[config.mk]
export PLATFORM = sky130hd
export DESIGN_NAME = dual_issue_hazard_ctrl
export DESIGN_NICKNAME = d
export VERILOG_FILES = /design/src/rtl/dual_issue_hazard_ctrl.sv
export SDC_FILE = /design/constraint.sdc
export NUM_CORES = 1
export LEC_CHECK = 0
export ABC_AREA = 1
export BUFFER_PORTS_ARGS = -buffer_cell sky130_fd_sc_hd__buf_2
export CAP_MARGIN = 20
export CORE_ASPECT_RATIO = 0.8
export CORE_MARGIN = 4
export CORE_UTILIZATION = 42
export CTS_BUF_LIST = sky130_fd_sc_hd__clkbuf_8
export CTS_CLUSTER_DIAMETER = 200
export DETAILED_ROUTE_END_ITERATION = 7
export GPL_ROUTABILITY_DRIVEN = 0
export PLACE_DENSITY = 0.82
export RECOVER_POWER = 50
export SLEW_MARGIN = 30
export SYNTH_ARGS = -nofsm -noshare
export SYNTH_HDL_FRONTEND = slang
export SYNTH_SLANG_ARGS = --single-unit
[constraint.sdc]
create_clock -name clk -period 1.8 [get_ports clk]
set_input_delay 0.18 -clock clk [delete_from_list [all_inputs] [get_ports clk]]
set_output_delay 0.18 -clock clk [all_outputs]
set_load 0.005 [all_outputs]
[src/rtl/dual_issue_hazard_ctrl.sv]
// Issue/stall scheduler for the dual-lane pipeline: sequences the decode pair and resolves hazards that in-lane forwarding cannot cover.
// Latency: control outputs are combinational from the current inputs and state; the RUN/SPLIT state advances on each rising clk edge.
// Backpressure: memReady=0 freezes E/M/W and stalls F/D; branchFlush takes effect only once memReady=1.
//
// Ports:
//   clk, reset                  clock and synchronous active-high reset
//   validD*, rs/rtD*, useRtD*   decode pair sources
//   regWriteD*, writeRegD*      decode pair destinations
//   *E1/*E2, *M1/*M2            execute / memory stage destinations per lane
//   branchFlush, memReady       redirect and data-memory handshake
//   stallF, stallD, flushD      F/D controls
//   flushE1, flushE2            per-lane D/E bubble insertion
//   freezeEMW                   hold D/E, E/M, M/W during a memory wait
//   splitActive                 slot 1 issued, slot 2 still pending in D
//   stallCycles, splitCycles,   statistics counters; present only when
//   memWaitCycles               HAZARD_STATS_EN is defined, else tied to 0
module dual_issue_hazard_ctrl #(
   parameter int REG_W = 5,
   parameter int CNT_W = 32
) (
   input  logic             clk,
   input  logic             reset,
   input  logic             validD1,
   input  logic             validD2,
   input  logic [REG_W-1:0] rsD1,
   input  logic [REG_W-1:0] rtD1,
   input  logic [REG_W-1:0] rsD2,
   input  logic [REG_W-1:0] rtD2,
   input  logic             useRtD1,
   input  logic             useRtD2,
   input  logic             regWriteD1,
   input  logic             regWriteD2,
   input  logic [REG_W-1:0] writeRegD1,
   input  logic [REG_W-1:0] writeRegD2,
   input  logic             regWriteE1,
   input  logic             regWriteE2,
   input  logic             memToRegE1,
   input  logic             memToRegE2,
   input  logic [REG_W-1:0] writeRegE1,
   input  logic [REG_W-1:0] writeRegE2,
   input  logic             regWriteM1,
   input  logic             regWriteM2,
   input  logic [REG_W-1:0] writeRegM1,
   input  logic [REG_W-1:0] writeRegM2,
   input  logic             branchFlush,
   input  logic             memReady,
   output logic             stallF,
   output logic             stallD,
   output logic             flushD,
   output logic             flushE1,
   output logic             flushE2,
   output logic             freezeEMW,
   output logic             splitActive,
   output logic [CNT_W-1:0] stallCycles,
   output logic [CNT_W-1:0] splitCycles,
   output logic [CNT_W-1:0] memWaitCycles
);

   typedef enum logic {RUN, SPLIT} state_t;

   state_t state;
   state_t nextState;

   // Register 0 is hardwired, so it never produces a dependency.
   function automatic logic regMatch(input logic [REG_W-1:0] src,
                                     input logic [REG_W-1:0] dst,
                                     input logic             we);
      return we && (dst != '0) && (src == dst);
   endfunction

   // rs is always a source; rt only when the instruction actually reads it.
   function automatic logic srcHit(input logic [REG_W-1:0] rs,
                                   input logic [REG_W-1:0] rt,
                                   input logic             useRt,
                                   input logic [REG_W-1:0] dst,
                                   input logic             we);
      return regMatch(rs, dst, we) || (useRt && regMatch(rt, dst, we));
   endfunction

   logic lu1, lu2, x1, x2, intra, hazard1, hazard2;

   always_comb begin
      // Load-use within a lane: the load result is not forwardable from E.
      lu1 = validD1 && memToRegE1 &&
            srcHit(rsD1, rtD1, useRtD1, writeRegE1, regWriteE1);
      lu2 = validD2 && memToRegE2 &&
            srcHit(rsD2, rtD2, useRtD2, writeRegE2, regWriteE2);
      // Cross-lane RAW: no forwarding path exists between lanes. W is
      // covered by the write-through register file.
      x1  = validD1 &&
            (srcHit(rsD1, rtD1, useRtD1, writeRegE2, regWriteE2) ||
             srcHit(rsD1, rtD1, useRtD1, writeRegM2, regWriteM2));
      x2  = validD2 &&
            (srcHit(rsD2, rtD2, useRtD2, writeRegE1, regWriteE1) ||
             srcHit(rsD2, rtD2, useRtD2, writeRegM1, regWriteM1));
      // Intra-pair RAW or WAW: slot 2 must trail slot 1 by a cycle.
      intra = validD1 && validD2 && regWriteD1 && (writeRegD1 != '0) &&
              (srcHit(rsD2, rtD2, useRtD2, writeRegD1, 1'b1) ||
               (regWriteD2 && (writeRegD2 == writeRegD1)));
      hazard1 = lu1 || x1;
      hazard2 = lu2 || x2;
   end

   always_comb begin
      stallF      = 1'b0;
      stallD      = 1'b0;
      flushD      = 1'b0;
      flushE1     = 1'b0;
      flushE2     = 1'b0;
      freezeEMW   = 1'b0;
      splitActive = 1'b0;
      nextState   = state;
      if (reset) begin
         nextState = RUN;
      end else begin
         splitActive = (state == SPLIT);
         if (!memReady) begin
            // The branch source holds branchFlush across the wait.
            freezeEMW = 1'b1;
            stallF    = 1'b1;
            stallD    = 1'b1;
         end else if (branchFlush) begin
            flushD    = 1'b1;
            nextState = RUN;
         end else if (state == RUN) begin
            if (hazard1) begin
               // Slot-1 stall wins even if slot 2 also has a hazard.
               stallF  = 1'b1;
               stallD  = 1'b1;
               flushE1 = 1'b1;
               flushE2 = 1'b1;
            end else if (hazard2 || intra) begin
               stallF    = 1'b1;
               stallD    = 1'b1;
               flushE2   = 1'b1;
               nextState = SPLIT;
            end
         end else begin
            // Slot 1 already issued; only slot 2's dependencies matter.
            if (hazard2) begin
               stallF  = 1'b1;
               stallD  = 1'b1;
               flushE1 = 1'b1;
               flushE2 = 1'b1;
            end else begin
               flushE1   = 1'b1;
               nextState = RUN;
            end
         end
      end
   end

   always_ff @(posedge clk) begin
      if (reset) state <= RUN;
      else       state <= nextState;
   end

`ifdef HAZARD_STATS_EN
   always_ff @(posedge clk) begin
      if (reset) begin
         stallCycles   <= '0;
         splitCycles   <= '0;
         memWaitCycles <= '0;
      end else begin
         if (stallD && memReady) stallCycles   <= stallCycles + 1'b1;
         if (state == SPLIT)     splitCycles   <= splitCycles + 1'b1;
         if (!memReady)          memWaitCycles <= memWaitCycles + 1'b1;
      end
   end
`else
   assign stallCycles   = '0;
   assign splitCycles   = '0;
   assign memWaitCycles = '0;
`endif

endmodule

==> flow_metrics.tcl <==
set metrics [dict create \
    status "finished, final reports clean" \
    fin_crit_ps 1660 \
    synth_cell_types 22 \
    hold_violations 0 \
    wl_met1_um 2440 \
    fin_setup_tns_ps 0 \
    drc 0 \
    ctsHoldBuffers 0 \
    syn_area_sq_mm 0.00221 \
    drtIter0Drc 186 \
    die_area_sq_mm 0.00650 \
    synth_seq_cells 1 \
    wl_met2_um 2810 \
    grt_setup_unrepaired "false" \
    clk_pin_slew_ps 0 \
    drive_above_1_share_pct 17.6 \
    ir_drop_uv 65.5 \
    io_pins 169 \
    holdWs_ps 578 \
    overflow 0 \
    fmax_ghz 0.602 \
    fillCellCount 580 \
    post_cts_buffers 0 \
    fin_skew_ps 0 \
    die_y_um 72.9 \
    ys_warn_count 0 \
    mostFrequentLayoutCells "nand2_1, conb_1, buf_2" \
    grt_pass1_vias 2033 \
    setup_viol 0 \
    postRouteAntennaNets 0 \
    vias_per_cell 4.43 \
    met3_length_um 615 \
    regMostFlops "state" \
    drv_cap 0 \
    diodes 0 \
    finalNetCount 575 \
    rows 23 \
    cts-resized-gates 0 \
    powerDensity_mw_per_mm2 214 \
    wl_um 5910 \
    coreArea_sq_mm 0.00506 \
    top_regs "state (1)" \
    final_common_cell "nand2_1" \
    initial_core_util_pct 43.7 \
    drtPass1Iterations 6 \
    io_buffers 72 \
    vias 2520 \
    grt_pass1_wl_um 8750 \
    antenna_found_initial 0 \
    grtUsageTotal_pct 16.0 \
    crit_required_ps 1620 \
    syn_area_per_cell_sq_um 5.05 \
    cp_max_fo 7 \
    seq_area_frac_synth_pct 0.905 \
    routedWlPerCell_um 10.4 \
    final.period_utilization_pct 92.2 \
    syn_to_final_growth_pct 2.32 \
    crit_type "in2out" \
    maxSlewViolCount 0 \
    grt_max_degree 8 \
    end_kind "primary output" \
    largest_reg_flops 1 \
    p_leak_nw 1.61 \
    clk_latency_ps 0 \
    syn_inst 438 \
    critPathLaunchType "input port" \
    min_path_type "in2reg" \
    highest-signal-layer "met4" \
    worstPathArrival_ps 1480 \
    dp_hpwl_um 5250 \
    die_x_um 89.1 \
]
==> metrics by stage <==
step / util, % / setup slack [ps] / instance area (sq um) / cells / power, W
2_1_floorplan: - / 352 / 2570 / 533 / 0.000446
3_3_place_gp: 44.7 / 253 / 2270 / 569 / 0.000458
3_5_place_dp: 44.7 / 174 / 2270 / 569 / 0.000470
4_1_cts: 44.7 / 164 / 2270 / 569 / 0.000472
5_1_grt: 44.7 / 25.5 / 2260 / 569 / 0.000549
6_report: 44.7 / 140 / 2260 / 569 / 0.000484
==> worst paths after layout <==
path,startpoint,to,slack (ps),depth (start not counted)
setup / recovery,writeRegE2[2],stallF,140,12
hold / removal,validD1,state,580,6
setup reg to reg,state,state,1020,5
hold reg to reg,state,state,590,4
==> layout make-up <==
| class | instances | area (sq um) | area share, % |
|---|---|---|---|
| tap | 62 | 77.6 | 3.43 |
| inverter | 56 | 210 | 9.29 |
| sequential | 1 | 20.0 | 0.885 |
| timing repair buffer | 72 | 357 | 15.8 |
| multi-input combinational | 378 | 1600 | 70.6 |
==> where the power goes <==
group	total [W]	internal (W)	switching, W
logic	0.000460	0.000160	0.000300
registers	0.0000240	0.0000232	0.000000742
clock network	0	0	0
total	0.000484	0.000183	0.000301
==> worst max-delay path, cell delays in order <==
cell and delay [ps]:
buf_2 150, nor3_1 230, nand3_1 100, nand2_1 90, inv_1 50, nand2_2 60, nand3_2 90, a21oi_1 190
nand2_1 100, nand2_1 70, nand2_1 60, buf_2 120
==> synthesized netlist by cell type <==
master,n,area [sq um]
a21oi_1,6,30.0
nand3_1,18,90.1
dfxtp_1,1,20.0
inv_2,13,48.8
buf_6,1,11.3
buf_4,97,728
xnor2_1,7,61.3
nand3_2,2,20.0
nor2_2,1,6.26
or2_2,1,6.26
nand4_1,4,25.0
o21ai_1,2,10.0
nand2_2,2,12.5
nor2_1,52,195
nor3_1,2,10.0
inv_1,43,161
o21ai_0,9,45.0
xor2_1,11,96.3
conb_1,1,3.75
nand2_1,162,608
o22ai_1,2,12.5
a21oi_2,1,8.76
==> cell families (layout without fill, tap and decap cells) <==
kind of cell	Yosys count	after routing	synth area share (%)
AND/OR/NAND/NOR	244	244	44.0
buffers and inverters	154	128	43.0
AO/OA/AOI/OAI	20	20	4.81
XOR/XNOR	18	18	7.13
other	1	96	0.170
flip-flops	1	1	0.906
==> per-layer routing <==
layer / track usage (%) / vias to the layer above
met5: 0 / -
met4: 1.65 / 0
met3: 1.35 / 6
met2: 27.6 / 143
met1: 22.5 / 1110
li1: - / 1261
(Power assumes the default switching activity.)
